`src/rtl/accel_pkg.sv`:
```
// Shared types and constants for the accelerator host controllers.
package accel_pkg;

   localparam int RESULT_W = 16;
   localparam int Q_FRAC   = 8;

   localparam logic [RESULT_W-1:0] Q88_MOST_NEG = 16'h8000;

   typedef enum logic [2:0] {
      IDLE,
      GAP,
      START,
      WAIT,
      CAPTURE,
      FINISH,
      ABORT
   } state_t;

endpackage

```
`src/rtl/accel_watchdog.sv`:
```
// Cycle watchdog: clear restarts the count, expired is high on the
// TIMEOUT_CYCLES-th enabled cycle after a clear.
module accel_watchdog #(
   parameter int TIMEOUT_CYCLES = 50000
) (
   input  logic clk,
   input  logic reset,
   input  logic clear,
   input  logic enable,
   output logic expired
);

   localparam int CW = (TIMEOUT_CYCLES > 1) ? $clog2(TIMEOUT_CYCLES) : 1;
   localparam logic [CW-1:0] LAST = CW'(TIMEOUT_CYCLES - 1);

   logic [CW-1:0] count;

   // NOTE: non-blocking assignments so every flop samples pre-edge values.
   always_ff @(posedge clk or posedge reset) begin
      if (reset) begin
         count <= '0;
      end else if (clear) begin
         count <= '0;
      end else if (enable && count != LAST) begin
         count <= count + CW'(1);
      end
   end

   assign expired = enable && (count == LAST);

endmodule

```
`src/rtl/accel_run_ctrl.sv`:
```
// Host-side batch sequencer for the accelerator start/done interface.
// Optional start-to-done latency statistics: define ACC_LATENCY_STAT_EN.
module accel_run_ctrl #(
   parameter int RESULT_W       = accel_pkg::RESULT_W,
   parameter int CNT_W          = 8,
   parameter int START_GAP      = 2,
   parameter int TIMEOUT_CYCLES = 50000
) (
   input  logic                clk,
   input  logic                reset,
   input  logic                run_req,
   input  logic [CNT_W-1:0]    run_count,
   output logic                acc_start,
   input  logic                acc_done,
   input  logic [RESULT_W-1:0] acc_result,
   output logic                res_valid,
   output logic [RESULT_W-1:0] res_data,
   output logic [CNT_W-1:0]    res_idx,
   input  logic                res_ready,
   output logic                busy,
   output logic                run_done,
   output logic                timeout_err,
   output logic [RESULT_W-1:0] best_data,
   output logic [CNT_W-1:0]    best_idx
`ifdef ACC_LATENCY_STAT_EN
   ,
   output logic [31:0]         lat_cycles,
   output logic [31:0]         lat_max
`endif
);

   import accel_pkg::*;

   localparam logic [RESULT_W-1:0] RES_MOST_NEG = (RESULT_W == accel_pkg::RESULT_W) ?
      RESULT_W'(Q88_MOST_NEG) : {1'b1, {(RESULT_W-1){1'b0}}};
   localparam int GW = $clog2(START_GAP + 2);

   state_t           state;
   logic             done_q;
   logic             rise;
   logic             accept;
   logic             gap_done;
   logic             wd_expired;
   logic [CNT_W-1:0] count;
   logic [CNT_W-1:0] idx;
   logic [GW-1:0]    gap_cnt;

   assign rise     = acc_done & ~done_q;
   assign accept   = run_req && (state == IDLE || state == FINISH || state == ABORT);
   assign gap_done = (int'(gap_cnt) + 1 >= START_GAP);

   accel_watchdog #(
      .TIMEOUT_CYCLES (TIMEOUT_CYCLES)
   ) u_watchdog (
      .clk     (clk),
      .reset   (reset),
      .clear   (state == START),
      .enable  (state == WAIT),
      .expired (wd_expired)
   );

   always_ff @(posedge clk or posedge reset) begin
      if (reset) begin
         state       <= IDLE;
         done_q      <= 1'b0;
         count       <= '0;
         idx         <= '0;
         gap_cnt     <= '0;
         acc_start   <= 1'b0;
         res_valid   <= 1'b0;
         res_data    <= '0;
         res_idx     <= '0;
         busy        <= 1'b0;
         run_done    <= 1'b0;
         timeout_err <= 1'b0;
         best_data   <= '0;
         best_idx    <= '0;
      end else begin
         done_q    <= acc_done;
         // NOTE: pulse outputs default low here so each one lasts exactly one cycle.
         acc_start <= 1'b0;
         run_done  <= 1'b0;

         case (state)
            // FINISH/ABORT are the run_done cycle; busy is already low, so accept there too.
            IDLE, FINISH, ABORT: begin
               state <= IDLE;
               if (run_req) begin
                  timeout_err <= 1'b0;
                  if (run_count == '0) begin
                     state    <= FINISH;
                     run_done <= 1'b1;
                  end else begin
                     state     <= GAP;
                     count     <= run_count;
                     idx       <= '0;
                     gap_cnt   <= '0;
                     busy      <= 1'b1;
                     best_data <= RES_MOST_NEG;
                     best_idx  <= '0;
                  end
               end
            end

            GAP: begin
               // A done level left over from the previous inference must drop first.
               if (gap_done && !acc_done) begin
                  state     <= START;
                  acc_start <= 1'b1;
               end else if (int'(gap_cnt) < START_GAP) begin
                  gap_cnt <= gap_cnt + GW'(1);
               end
            end

            START: state <= WAIT;

            WAIT: begin
               if (rise) begin
                  state     <= CAPTURE;
                  res_valid <= 1'b1;
                  res_data  <= acc_result;
                  res_idx   <= idx;
               end else if (wd_expired) begin
                  state       <= ABORT;
                  timeout_err <= 1'b1;
                  run_done    <= 1'b1;
                  busy        <= 1'b0;
                  res_valid   <= 1'b0;
               end
            end

            CAPTURE: begin
               if (res_ready) begin
                  res_valid <= 1'b0;
                  if ($signed(res_data) > $signed(best_data)) begin
                     best_data <= res_data;
                     best_idx  <= res_idx;
                  end
                  if (idx + CNT_W'(1) == count) begin
                     state    <= FINISH;
                     run_done <= 1'b1;
                     busy     <= 1'b0;
                  end else begin
                     state   <= GAP;
                     idx     <= idx + CNT_W'(1);
                     gap_cnt <= '0;
                  end
               end
            end

            default: state <= IDLE;
         endcase
      end
   end

`ifdef ACC_LATENCY_STAT_EN
   logic [31:0] lat_cnt;

   // lat_cnt equals cycles elapsed since the start pulse while in WAIT.
   always_ff @(posedge clk or posedge reset) begin
      if (reset) begin
         lat_cnt    <= '0;
         lat_cycles <= '0;
         lat_max    <= '0;
      end else begin
         if (state == START) begin
            lat_cnt <= 32'd1;
         end else if (state == WAIT) begin
            lat_cnt <= lat_cnt + 32'd1;
         end
         if (accept) begin
            lat_max <= '0;
         end else if (state == WAIT && rise) begin
            lat_cycles <= lat_cnt;
            if (lat_cnt > lat_max) begin
               lat_max <= lat_cnt;
            end
         end
      end
   end
`endif

endmodule
```
`config.mk`:
```
export PLATFORM = sky130hd
export DESIGN_NAME = accel_run_ctrl
export DESIGN_NICKNAME = d
export VERILOG_FILES = /design/src/rtl/accel_pkg.sv /design/src/rtl/accel_watchdog.sv /design/src/rtl/accel_run_ctrl.sv
export SDC_FILE = /design/constraint.sdc
export NUM_CORES = 1
export LEC_CHECK = 0
export BUFFER_PORTS_ARGS = -buffer_cell sky130_fd_sc_hd__buf_2
export CORE_AREA = 2 2 132 134
export CTS_CLUSTER_SIZE = 20
export DETAILED_ROUTE_END_ITERATION = 10
export DIE_AREA = 0 0 134 136
export GPL_TIMING_DRIVEN = 0
export MAX_ROUTING_LAYER = met4
export PLACE_DENSITY_LB_ADDON = 0.05
export SLEW_MARGIN = 5
export SYNTH_ARGS = -nofsm -noshare
export SYNTH_HDL_FRONTEND = slang
export SYNTH_HIERARCHICAL = 1
export SYNTH_SLANG_ARGS = --single-unit
```
`constraint.sdc`:
```
create_clock -name clk -period 2.6 [get_ports clk]
set_input_delay 0.39 -clock clk [delete_from_list [all_inputs] [get_ports clk]]
set_output_delay 0.39 -clock clk [all_outputs]
set_load 0.02 [all_outputs]
```
* Yosys cells after proc, flatten, opt, wreduce, memory -nomap -nowiden
Cells that the tools add are included.
** Operators by class
- Mux-type cells :: 53
- Equal/unequal tests :: 21
- Reduce and logical (&&, ||, !) cells :: 22
- $add $sub $neg :: 4
- $lt $le $gt $ge :: 3
- Bitwise operators :: 3
** Operators by type and width (count)
- $mux 16 :: 6
- $mux 8 :: 6
- $pmux 16 s2 :: 1
- $pmux 8 s2 :: 2
- $ne 2x2->1 const B :: 11
- $mux 3 :: 7
- $mux 1 :: 19
- $add 16x1->16 const B :: 1
- $eq 16x16->1 const B :: 1
- $gt 16x16->1 :: 1
- $ne 16x16->1 const B :: 1
- $pmux 3 s5 :: 1
- $reduce_and 7->1 :: 2
- $mux 2 :: 6
- $reduce_and 5->1 :: 2
- $eq 3x3->1 const B :: 3
- $reduce_and 3->1 :: 3
- $add 8x1->8 const B :: 1
- $eq 8x8->1 :: 1
- $logic_not 8->1 :: 1
- $reduce_bool 2->1 :: 4
- $eq 3x2->1 const B :: 2
- $pmux 1 s3 :: 2
- $pmux 2 s3 :: 1
- 16 further kinds :: 21
** Word-level totals
- Output and inout port bits :: 53
- Flip-flop bits (word level) :: 91

* Depth between registers and ports, before layout
Gate-level depths: netlist of run 1.
- Depth after elaboration :: 5
- Gate-level depth with buffers :: 12
- Mapped depth without buffers :: 9

* By module
The synthesis of run 1 kept the hierarchy.
** By module, submodules not included
- accel_run_ctrl :: area an instance 4075.2 µm², instances 1, cells each 398, seq. area each 1876.8 µm²
- accel_watchdog :: area an instance 893.4 µm², instances 1, cells each 94, seq. area each 400.4 µm²

* Least setup slack after synthesis of run 1
Ideal clock, no wire load.
- Path type :: reg2reg
- Start :: reg best_data[1]
- End :: reg best_data[0]
- Required time :: 2.521 ns
- Clock period less this slack :: 2.582 ns
- Arrival time :: 2.502 ns
- Path buffers :: 1
- Path slack :: 0.018 ns
- Stages on the path, launching flop included :: 10
- Cells stage by stage :: dfrtp_1 -> inv_1 -> ha_1 -> nor2b_1 -> o211ai_1 -> a2111oi_0 -> nor3b_1 -> o221ai_1 -> buf_2 -> mux2i_1
** On the way
- Word-level cells in the longest chain between the ends :: 3
** RTL lines
- from (decl) :: line accel_run_ctrl.sv:23 : output logic [RESULT_W-1:0] best_data,
- from (signal assigned) :: line accel_run_ctrl.sv:136 : best_data <= res_data;
- $gt 16x16->1 :: line accel_run_ctrl.sv:135 : if ($signed(res_data) > $signed(best_data)) begin
- $ne 2x2->1 (no source line)
- $reduce_and 5->1 (no source line)
Every way passes these cells.
A chain may end at the register's enable or synchronous reset.

* Worst setup path in the final report of run 1
- Start :: reg idx[6]
- End :: reg idx[2]
** On the way
- Word-level cells in the longest chain between the ends :: 4
** RTL lines
- from (decl) :: line accel_run_ctrl.sv:45 : logic [CNT_W-1:0] idx;
- from (signal assigned) :: line accel_run_ctrl.sv:145 : idx <= idx + CNT_W'(1);
- $add 8x1->8 :: line accel_run_ctrl.sv:139 : if (idx + CNT_W'(1) == count) begin
- $eq 8x8->1 :: line accel_run_ctrl.sv:139
- $ne 2x2->1 (no source line)
- $reduce_and 5->1 (no source line)
Every way passes these cells.

==> results of run 1 <==
-- final cells by class --
cell class / instances / area, um^2
plain buffers: 23 / 136
clock buffers: 12 / 256
clock inverters: 3 / 47.5
multi-input cells: 347 / 2530
repair buffers: 100 / 574
inverters: 28 / 108
fillers: 1756 / 10700
well taps: 225 / 282
flip-flops and latches: 91 / 2280
-- routing by layer --
| metal | vias up | GRT usage (%) |
|---|---|---|
| li1 | 1963 | - |
| met1 | 1911 | 21.6 |
| met2 | 89 | 22.3 |
| met3 | 7 | 2.20 |
| met4 | 0 | 5.91 |
| met5 | - | - |
-- per-stage QoR --
| stage | power [W] | hold WS [ns] | worst slack, ns |
|---|---|---|---|
| 3_3_place_gp | 0.00452 | 0.466 | -0.950 |
| 4_1_cts | 0.00608 | 0.214 | 0.00261 |
| 2_1_floorplan | 0.00382 | 0.304 | 0.0184 |
| 6_report | 0.00603 | 0.220 | 0.0330 |
| 5_1_grt | 0.00649 | 0.225 | -0.0566 |
| 3_5_place_dp | 0.00456 | 0.356 | -0.414 |
-- kinds of logic (layout without fill, tap and decap cells) --
kind of cell	after synthesis	in the layout	share of synthesized area (%)
compound gates	69	69	9.39
xor+xnor	16	16	2.82
fa+ha+maj	19	19	4.78
buf+inv	54	166	4.43
flops	91	91	45.8
mux	59	59	12.7
simple gates	184	184	20.0
-- report_power, final --
part | switching, W | total, W | internal [W]
registers | 0.000337 | 0.00207 | 0.00173
clock network | 0.000566 | 0.00136 | 0.000797
logic | 0.00145 | 0.00259 | 0.00114
total | 0.00235 | 0.00603 | 0.00367
-- registers in the layout, indices dropped and copies added (netlist names), 2 cells and up --
register          cells
best_idx              8
state                 3
gap_cnt               2
best_data            16
res_idx               8
res_data             16
count                 8
idx                   8
u_watchdog/count     16
-- worst min-delay path by stage --
stage,end,cells past startpoint
4_1_cts,done_q,1
3_3_place_gp,res_valid,1
2_1_floorplan,u_watchdog/count[0],1
6_report,done_q,1
3_5_place_dp,res_data[4],2
5_1_grt,done_q,1
-- placed cells by master, fill, tap and decap left out, types with 3 or more instances in the layout --
cell type                    n
sky130_fd_sc_hd__inv_1      27
sky130_fd_sc_hd__dfrtp_1    86
sky130_fd_sc_hd__nand3_1    13
sky130_fd_sc_hd__clkbuf_2    5
sky130_fd_sc_hd__clkbuf_16   9
sky130_fd_sc_hd__xnor2_1    12
sky130_fd_sc_hd__nor2b_1    10
sky130_fd_sc_hd__nand4_1    12
sky130_fd_sc_hd__nand2_1    62
sky130_fd_sc_hd__nor3_1      4
sky130_fd_sc_hd__a21o_1      5
sky130_fd_sc_hd__dfrtp_2     5
sky130_fd_sc_hd__a31oi_1     7
sky130_fd_sc_hd__nor2_1     27
sky130_fd_sc_hd__nand2b_1    4
sky130_fd_sc_hd__and2_1      6
sky130_fd_sc_hd__a21oi_1    16
sky130_fd_sc_hd__and3_1      3
sky130_fd_sc_hd__nor3b_1     3
sky130_fd_sc_hd__a22o_1      3
sky130_fd_sc_hd__buf_6       4
sky130_fd_sc_hd__xor2_1      4
sky130_fd_sc_hd__mux2_2     34
sky130_fd_sc_hd__or3_1       8
sky130_fd_sc_hd__nor4_1      8
sky130_fd_sc_hd__buf_2      83
sky130_fd_sc_hd__buf_4      21
sky130_fd_sc_hd__mux2i_1    25
sky130_fd_sc_hd__clkbuf_1    9
sky130_fd_sc_hd__ha_1       18
sky130_fd_sc_hd__o21ai_0    16
sky130_fd_sc_hd__a221o_1     5
sky130_fd_sc_hd__and3_4      3
-- timing repair --
item / 4_1_cts / 5_1_grt
endpoints found under the setup margin: 51 / 73
pin swaps: 2 / 6
hold buffers: 1 / 0
gates resized for setup: 17 / 20
setup buffers: 9 / 8
hold endpoints to repair: 16 / 0
==> metrics.cfg, run 1 <==
[outcome]
status=completed

[cts]
cts_max_level=3
cts_buffers=9
clock_sinks=91
clock_tree.root_cell=sky130_fd_sc_hd__clkbuf_16
maximum_clock_insertion_buffer_count=2
clock_insertion_delay_worst_skew_ns=0.35
cts.reportedPaths.clkPinSlew_ns=0.06
tritoncts=yes

[timing]
finalClockSkew_ns=0.00912
max_freq_mhz=390
fin_crit_sh_pct=98.7
timing.slew.headroom_pct=58.2
timing.final.crit_period_ns=2.57
setup_violations=0
grt_setup_unrepaired=yes
report.final.hold_viol_count=0
worst-slew-pin-transition_ns=0.626
max_slew_violation_count=0
finalSetupTns_ns=0

[power]
cellLeakagePower_nw=2.93
power.ir.vdd_worst_v=0.000349
power_per_cell_area_nw_per_um2=969

[place]
port-buffer-count=81
dpl_cell_area_um2=5690
gp_congestion=0.807
dp.final_hpwl_mm=9.45
placed_cells=799

[flow_run]
count_of_max_cap_constraint_violations=0

[floorplanning]
boundaryPins=82
initial_core_util_pct=29.4
die_height_um=136
core.rowCount=48
die_area_um2=18200
core_area_um2=16900
floorplan.die.width_um=134

[grt]
initial_antenna_violation_count=0
grt-ovfl-total=0
grt_max_degree=60
global_route_wire_length_before_repair_mm=21.1
global_route.usage.total_pct=15.4
number_of_global_route_vias_before_repair=3844

[detailed_routing]
finalWirelength_mm=13.0
wl_met1_mm=6.52
vias_per_cell=4.79
maxUsedRoutingLayer=met4
detail_route.wl_per_cell_um=15.6
dr_total_vias=3970
drt_iter0_drc=234
ant_nets=0
met3_wirelength_um=488
post-route-drc-count=0
met2WireLength_mm=5.87
detail_route.first_pass.iterations=4

[worst_setup_path]
crit_path_end_kind=flip-flop
critPathRequiredTime_ns=2.83
critical_path.reg2reg.endpoint=idx[2]
timing.critical_path.slowest_stage_cell=sky130_fd_sc_hd__or4_4
timing.reg2reg.worst_path_depth=7
worstSetupEndpoint=idx[2]
reg2reg_setup_slack_ns=0.03
critPathLaunch=idx[6]
cp.depth=7
cp-start-kind=flip-flop
critPathMaxStageDelay_ns=0.54
critPathBufInv=1
crit_path_cell_trace=and3_4 -> o311a_1 -> or4_4 -> nor4_4 -> buf_4 -> nor2_2 -> a221o_1
critical_path.max_fanout=8
worst_r2r_startpoint=idx[6]
worst-setup-path-type=flip-flop to flip-flop
crit_arrival_ns=2.79
cp_top_family=simple AND/OR/NAND/NOR gates

[yosys]
synth_sequential_area_ratio_pct=45.8
synth-edff-count=0
synth_area_leaders=sky130_fd_sc_hd__dfrtp_1, sky130_fd_sc_hd__mux2_2, sky130_fd_sc_hd__mux2i_1
synthMostInstantiatedCell=sky130_fd_sc_hd__dfrtp_1
ys_warn_count=6
synth_area_um2=4970
syn_area_per_cell_um2=10.1
synth.net_count=540
synth_top_cell_by_area=sky130_fd_sc_hd__dfrtp_1
ys_ff_latch=91
postSynth.asyncResetShare_pct=100
netlist-cell-type-count=60
synthFlopType=sky130_fd_sc_hd__dfrtp_1
gate_count_of_the_mapped_netlist=492
synth.top_cell.area_share_pct=45.8
post_synth_most_frequent_cells=sky130_fd_sc_hd__dfrtp_1, sky130_fd_sc_hd__nand2_1, sky130_fd_sc_hd__mux2_2

[cells_and_area]
layout-area-overhead-vs-synth_pct=25.2
final_cell_area_um2=6220
number_of_nets_in_the_final_layout=648
layoutNonFillerInstCount=829
layout.core_utilization_pct=36.9
final_layout_size_suffix_gt1_share_pct=31.0
n_antenna_cell=0

[hold_path]
hold_path.class=primary input to flip-flop
worstHoldStart=acc_done

Power figures use the tool's default switching activity.
==> run 2, diff against run 1 <==
- SETUP_SLACK_MARGIN: default -> 0.5
- clock period: 2.6 -> 2.95 ns (I/O delays scaled with it)
==> run 2 against run 1 <==
Against the previous run:
- global-route usage rose by 0.28 points
- highest routed layer unchanged
- power fell by 8.7%
- sequential share of layout area fell by 1.2 points
- worst setup slack improved by 0.52 ns
- wire length rose by 2.2%
- register-to-register slack improved by 0.52 ns
- critical path depth rose by 3
- core utilization rose by 1.2 points
- final cell count rose by 1.1%
- via count rose by 2.8%
- combinational power fell by 7%
==> metrics.cfg, run 2 (synthesis gave the netlist of run 1 again) <==
[cells_and_area]
final_layout_size_suffix_gt1_share_pct=33.4  ; +2.5 points
largestRegisters=best_data (16), res_data (16), u_watchdog/count (16)
layoutNonFillerInstCount=838  ; +1.1%
n_antenna_cell=0  ; unchanged
final_common_cell=sky130_fd_sc_hd__dfrtp_1
number_of_nets_in_the_final_layout=656  ; +1.2%
final_cell_area_um2=6420  ; +3.2%
layout-area-overhead-vs-synth_pct=29.2
most-common-layout-cells=sky130_fd_sc_hd__dfrtp_1, sky130_fd_sc_hd__buf_2, sky130_fd_sc_hd__nand2_1, sky130_fd_sc_hd__mux2_2, sky130_fd_sc_hd__inv_1
fill_cells=1730  ; -1.5%

[place]
pre_cts_slack_ns=0.0393  ; +0.453 ns
dpl_cell_area_um2=5690  ; +0.11%
gp_congestion=0.797  ; -1.3%
placed_cells=799  ; unchanged
port-buffer-count=81  ; unchanged
dp.final_hpwl_mm=9.46  ; about the same

[worst_setup_path]
worst_path_most_repeated_cell=sky130_fd_sc_hd__buf_6
cp_top_family=simple AND/OR/NAND/NOR gates
worstSetupEndpoint=idx[2]
crit_path_cell_trace=buf_6 -> ha_4 -> and2_4 -> nand3_2 -> or4b_4 -> nor4_4 -> buf_6 -> buf_8 -> nor4b_1 -> a221o_1
critPathRequiredTime_ns=3.18  ; +0.35 ns
cp.depth=10  ; +3
timing.critical_path.slowest_stage_cell=sky130_fd_sc_hd__or4b_4
critical_path.reg2reg.endpoint=idx[2]
critPathMaxStageDelay_ns=0.47  ; -0.07 ns
crit_path_end_kind=flip-flop
worst_r2r_startpoint=idx[0]
cp-start-kind=flip-flop
crit_arrival_ns=2.63  ; -0.16 ns
worst-setup-path-type=flip-flop to flip-flop
reg2reg_setup_slack_ns=0.55  ; +0.52 ns
critical_path.max_fanout=5  ; -3
timing.reg2reg.worst_path_depth=10  ; +3
critPathLaunch=idx[0]
critPathBufInv=3  ; +2

[cts]
clock_insertion_delay_worst_skew_ns=0.34  ; about the same
cts.reportedPaths.clkPinSlew_ns=0.07  ; about the same
tritoncts=yes
clock_sinks=91  ; unchanged
cts_buffers=9  ; unchanged
cts_max_level=3  ; unchanged
maximum_clock_insertion_buffer_count=2  ; unchanged
count_of_hold_buffers_inserted_by_post_cts_repair=0  ; -1
clock_tree.root_cell=sky130_fd_sc_hd__clkbuf_16

[grt]
global_route.usage.total_pct=15.6  ; +0.28 points
initial_antenna_violation_count=0  ; unchanged
global_route_wire_length_before_repair_mm=21.7  ; +2.5%
grt_max_degree=58  ; -3.3%
grt-ovfl-total=0  ; unchanged
number_of_global_route_vias_before_repair=4035  ; +5.0%

[timing]
grt_setup_unrepaired=yes
timing.final.crit_period_ns=2.40  ; -0.170 ns
setup_violations=0  ; unchanged
fin_crit_sh_pct=81.2  ; -17 points
worst-slew-pin-transition_ns=0.649  ; +0.0235 ns
finalClockSkew_ns=0.00711  ; -0.00201 ns
max_slew_violation_count=0  ; unchanged
max_freq_mhz=417  ; +7.1%
finalWorstSetupSlack_ns=0.553  ; +0.520 ns
report.final.hold_viol_count=0  ; unchanged
timing.slew.headroom_pct=56.7  ; -1.6 points

[floorplanning]
initial_core_util_pct=29.4  ; unchanged
die_height_um=136  ; unchanged
core_area_um2=16900  ; unchanged
die_area_um2=18200  ; unchanged
boundaryPins=82  ; unchanged
floorplan.die.width_um=134  ; unchanged
core.rowCount=48  ; unchanged

[detailed_routing]
post-route-drc-count=0  ; unchanged
detail_route.wl_per_cell_um=15.8  ; +1.1%
drt_iter0_drc=236  ; +0.85%
detail_route.first_pass.iterations=4  ; unchanged
dr_total_vias=4081  ; +2.8%
finalWirelength_mm=13.3  ; +2.2%
vias_per_cell=4.87  ; +1.7%
ant_nets=0  ; unchanged

[power]
cellLeakagePower_nw=3.01  ; +2.9%
power_per_cell_area_nw_per_um2=857  ; -12%
total_power_w=0.00550  ; -8.7%
power.ir.vdd_worst_v=0.000339  ; -2.8%

[outcome]
status=completed

[hold_path]
hold_path.class=primary input to asynchronous set/reset pin

[flow_run]
count_of_max_cap_constraint_violations=0  ; unchanged

-- run 2: layer usage --
layer | up-vias | routed length (um) | GRT usage, % | part of all wire [%]
met2 | 77 | 5880 | 23.3 | 44
met1 | 2004 | 6660 | 21.3 | 50
met4 | 0 | 289 | 6.44 | 2.2
met3 | 17 | 430 | 2.31 | 3.2
met5 | - | 0 | - | 0
li1 | 1983 | - | - | -
-- run 2: power breakdown --
part	internal, W	switching, W	total [W]
sequential	0.00153	0.000257	0.00178
combinational	0.00105	0.00135	0.00240
clock	0.000815	0.000501	0.00132
total	0.00339	0.00211	0.00550
-- run 2: how the worst min path moves through the flow --
stage               startpoint             endpoint  slack, ns  depth (start not counted)
detailed placement       reset          res_data[5]       0.42                          2
floorplan                reset  u_watchdog/count[0]       0.36                          1
CTS                      reset          res_data[5]       0.04                          2
finish                   reset          res_data[5]       0.05                          2
global placement     res_valid            res_valid       0.46                          1
global route             reset          res_data[5]       0.06                          2
-- run 2: layout make-up --
class / count / area [um^2] / area share [%]
clock buffer: 13 / 270 / 4.21
clock inverter: 3 / 68.8 / 1.07
buffer: 26 / 184 / 2.86
inverter: 28 / 108 / 1.68
sequential: 91 / 2280 / 35.5
multi-input combinational: 347 / 2600 / 40.5
tap: 225 / 282 / 4.39
timing repair buffer: 105 / 628 / 9.78
-- run 2: timing repair --
item	CTS	global route
pin swaps	2	7
resized for setup	26	37
gates cloned	0	2
hold endpoints to repair	0	0
buffers inserted	10	11
endpoints found under the setup margin	71	63
-- run 2: metrics by stage --
stage	TNS, ns	hold WS (ns)	util, %
after global routing	0	0.0557	38.0
after detailed placement	0	0.425	33.7
final	0	0.0464	38.0
after floorplan	0	0.356	-
after CTS	0	0.0427	36.7
after global placement	-49.11	0.461	33.5
==> run 3, diff against run 2 <==
- clock period: 2.95 -> 2.16 ns (I/O delays scaled with it)
==> run 3 against run 2 <==
Against the previous run:
- the run now ends with setup timing left
- power increased by 62%
- clock skew is 0.0015 ns higher
- final cell count rose by 3.5%
==> metrics.cfg, run 3 (synthesis gave the netlist of run 1 again) <==
[timing]
grt_setup_unrepaired=yes
fin_worst_hold_slack_ns=0.152  ; +0.105 ns
report.final.hold_viol_count=0  ; unchanged
finalSetupTns_ns=-5.51  ; -5.51 ns
timing.final.crit_period_ns=2.41  ; +0.00854 ns
max_freq_mhz=416  ; -0.36%
setup_violations=37  ; +37
finalWorstSetupSlack_ns=-0.245  ; -0.799 ns
timing.slew.headroom_pct=55.6  ; -1.1 points
finalClockSkew_ns=0.00864  ; +0.00153 ns
worst-slew-pin-transition_ns=0.666  ; +0.0164 ns
fin_crit_sh_pct=111  ; +30 points
max_slew_violation_count=0  ; unchanged

[cts]
clock_insertion_delay_worst_skew_ns=0.34  ; about the same
maximum_clock_insertion_buffer_count=2  ; unchanged
cts.reportedPaths.clkPinSlew_ns=0.07  ; about the same
cts_buffers=9  ; unchanged
tritoncts=yes
clock_sinks=91  ; unchanged
cts_max_level=3  ; unchanged
clock_tree.root_cell=sky130_fd_sc_hd__clkbuf_16

[grt]
number_of_global_route_vias_before_repair=4113  ; +1.9%
grt-ovfl-total=0  ; unchanged
use_met3_pct=2.42  ; +0.11 points
initial_antenna_violation_count=0  ; unchanged
use_met2_pct=25.3  ; +2.0 points
grt_max_degree=35  ; -40%
grt_use_met1_pct=21.1  ; -0.18 points
global_route_wire_length_before_repair_mm=22.2  ; +2.7%
busiest_layer=met2
global_route.usage.total_pct=16.1  ; +0.48 points

[cells_and_area]
layout-area-overhead-vs-synth_pct=46.6
final_layout_size_suffix_gt1_share_pct=44.7  ; +11 points
final_common_cell=sky130_fd_sc_hd__dfrtp_1
largestRegisters=best_data (16), res_data (16), u_watchdog/count (16)
number_of_nets_in_the_final_layout=687  ; +4.7%
fill_cells=1650  ; -4.6%
most-common-layout-cells=sky130_fd_sc_hd__dfrtp_1, sky130_fd_sc_hd__buf_2, sky130_fd_sc_hd__nand2_1, sky130_fd_sc_hd__buf_4
final_cell_area_um2=7290  ; +13%
n_antenna_cell=0  ; unchanged
layout.core_utilization_pct=43.2  ; +5.1 points

[worst_setup_path]
critical_path.max_fanout=5  ; unchanged
crit_arrival_ns=2.63  ; about the same
timing.critical_path.slowest_stage_cell=sky130_fd_sc_hd__or4_4
crit_path_cell_trace=clkbuf_8 -> and3_4 -> o311a_1 -> or4_4 -> nor4_4 -> buf_4 -> buf_6 -> nor4_1 -> a221o_1
crit_path_end_kind=flip-flop
critPathMaxStageDelay_ns=0.55  ; +0.08 ns
critPathRequiredTime_ns=2.39  ; -0.79 ns
cp-start-kind=flip-flop
worst-setup-path-type=flip-flop to flip-flop

[detailed_routing]
vias_per_cell=4.80  ; -1.4%
finalWirelength_mm=14.1  ; +6.7%
ant_nets=0  ; unchanged
post-route-drc-count=0  ; unchanged
detail_route.wl_per_cell_um=16.3  ; +3.2%
dr_total_vias=4163  ; +2.0%
drt_iter0_drc=160  ; -32%
detail_route.first_pass.iterations=4  ; unchanged

[power]
power.ir.vdd_worst_v=0.000481  ; +42%
power_per_cell_area_nw_per_um2=1220  ; +42%
cellLeakagePower_nw=3.39  ; +13%

[floorplanning]
core_area_um2=16900  ; unchanged
initial_core_util_pct=29.4  ; unchanged
die_height_um=136  ; unchanged
die_area_um2=18200  ; unchanged
floorplan.die.width_um=134  ; unchanged
boundaryPins=82  ; unchanged
core.rowCount=48  ; unchanged

[place]
dpl_cell_area_um2=5860  ; +2.9%
dp.final_hpwl_mm=9.68  ; +2.4%
gp_congestion=0.818  ; +2.6%
port-buffer-count=81  ; unchanged

[flow_run]
count_of_max_cap_constraint_violations=0  ; unchanged

[outcome]
status=finished, violations left
failing_checks=setup timing

[hold_path]
hold_path.class=primary input to flip-flop

[run 3: cell count changes in the layout (fill, tap and decap cells not counted), sizes merged]
cell         before  now
bufinv            2    1
clkbuf           27   22
clkinvlp          0    1
buf             117  151
dlygate4sd3       0    1
inv              28   27
[run 3: power breakdown]
part / switching, W / internal [W] / leakage, nW
combinational: 0.00230 / 0.00247 / 2.06
sequential: 0.000406 / 0.00209 / 1.19
clock: 0.000654 / 0.000978 / 0.151
total: 0.00336 / 0.00553 / 3.39
[run 3: worst max-delay path: cells and delay by family (launching register included)]
family / cells / cell delay [ns]
and+or+nand+nor: 4 / 0.90
AOI/OAI and AO/OA: 2 / 0.56
buffers and inverters: 3 / 0.47
DFF: 1 / 0.37
[run 3: worst paths after layout]
| path | start | endpoint | slack, ns | depth (start not counted) |
|---|---|---|---|---|
| min | acc_done | done_q | 0.15 | 1 |
| max in group asynchronous | reset | res_data[1] | 0.97 | 5 |
| min in group asynchronous | reset | res_valid | 0.47 | 3 |
| min reg2reg | res_valid | res_valid | 0.49 | 1 |
| max reg2reg | idx[6] | idx[4] | -0.25 | 9 |
| max | idx[6] | idx[4] | -0.25 | 9 |
[run 3: layout make-up]
| cell class | instances | area (um^2) | area share [%] |
|---|---|---|---|
| inverter | 28 | 111 | 1.53 |
| clock buffer | 12 | 267 | 3.66 |
| tap | 225 | 282 | 3.86 |
| timing repair buffer | 136 | 980 | 13.4 |
| clock inverter | 2 | 35.0 | 0.481 |
| sequential | 91 | 2290 | 31.4 |
| multi-input combinational | 347 | 2990 | 41.1 |
| buffer | 26 | 333 | 4.57 |
[run 3: what timing repair did]
| item | CTS | global route |
|---|---|---|
| cloned | 3 | 2 |
| setup endpoints to repair | 87 | 88 |
| gates resized for setup | 80 | 74 |
| hold buffers | 1 | 0 |
| setup buffers | 24 | 23 |
| hold endpoints to repair | 8 | 0 |
| pin swaps | 18 | 24 |
[run 3: through the flow]
step | setup WS, ns | std cells | power, W
after floorplan | -0.110 | 492 | 0.00488
after global placement | -0.716 | 798 | 0.00576
after detailed placement | -0.646 | 800 | 0.00582
after CTS | -0.234 | 842 | 0.00805
after global routing | -0.343 | 867 | 0.00944
final | -0.245 | 867 | 0.00889
[run 3: metal layers]
metal	vias to the layer above	part of all wire, %
met2	68	47
met4	0	1.6
li1	2040	-
met3	14	2.9
met5	-	0
met1	2041	48
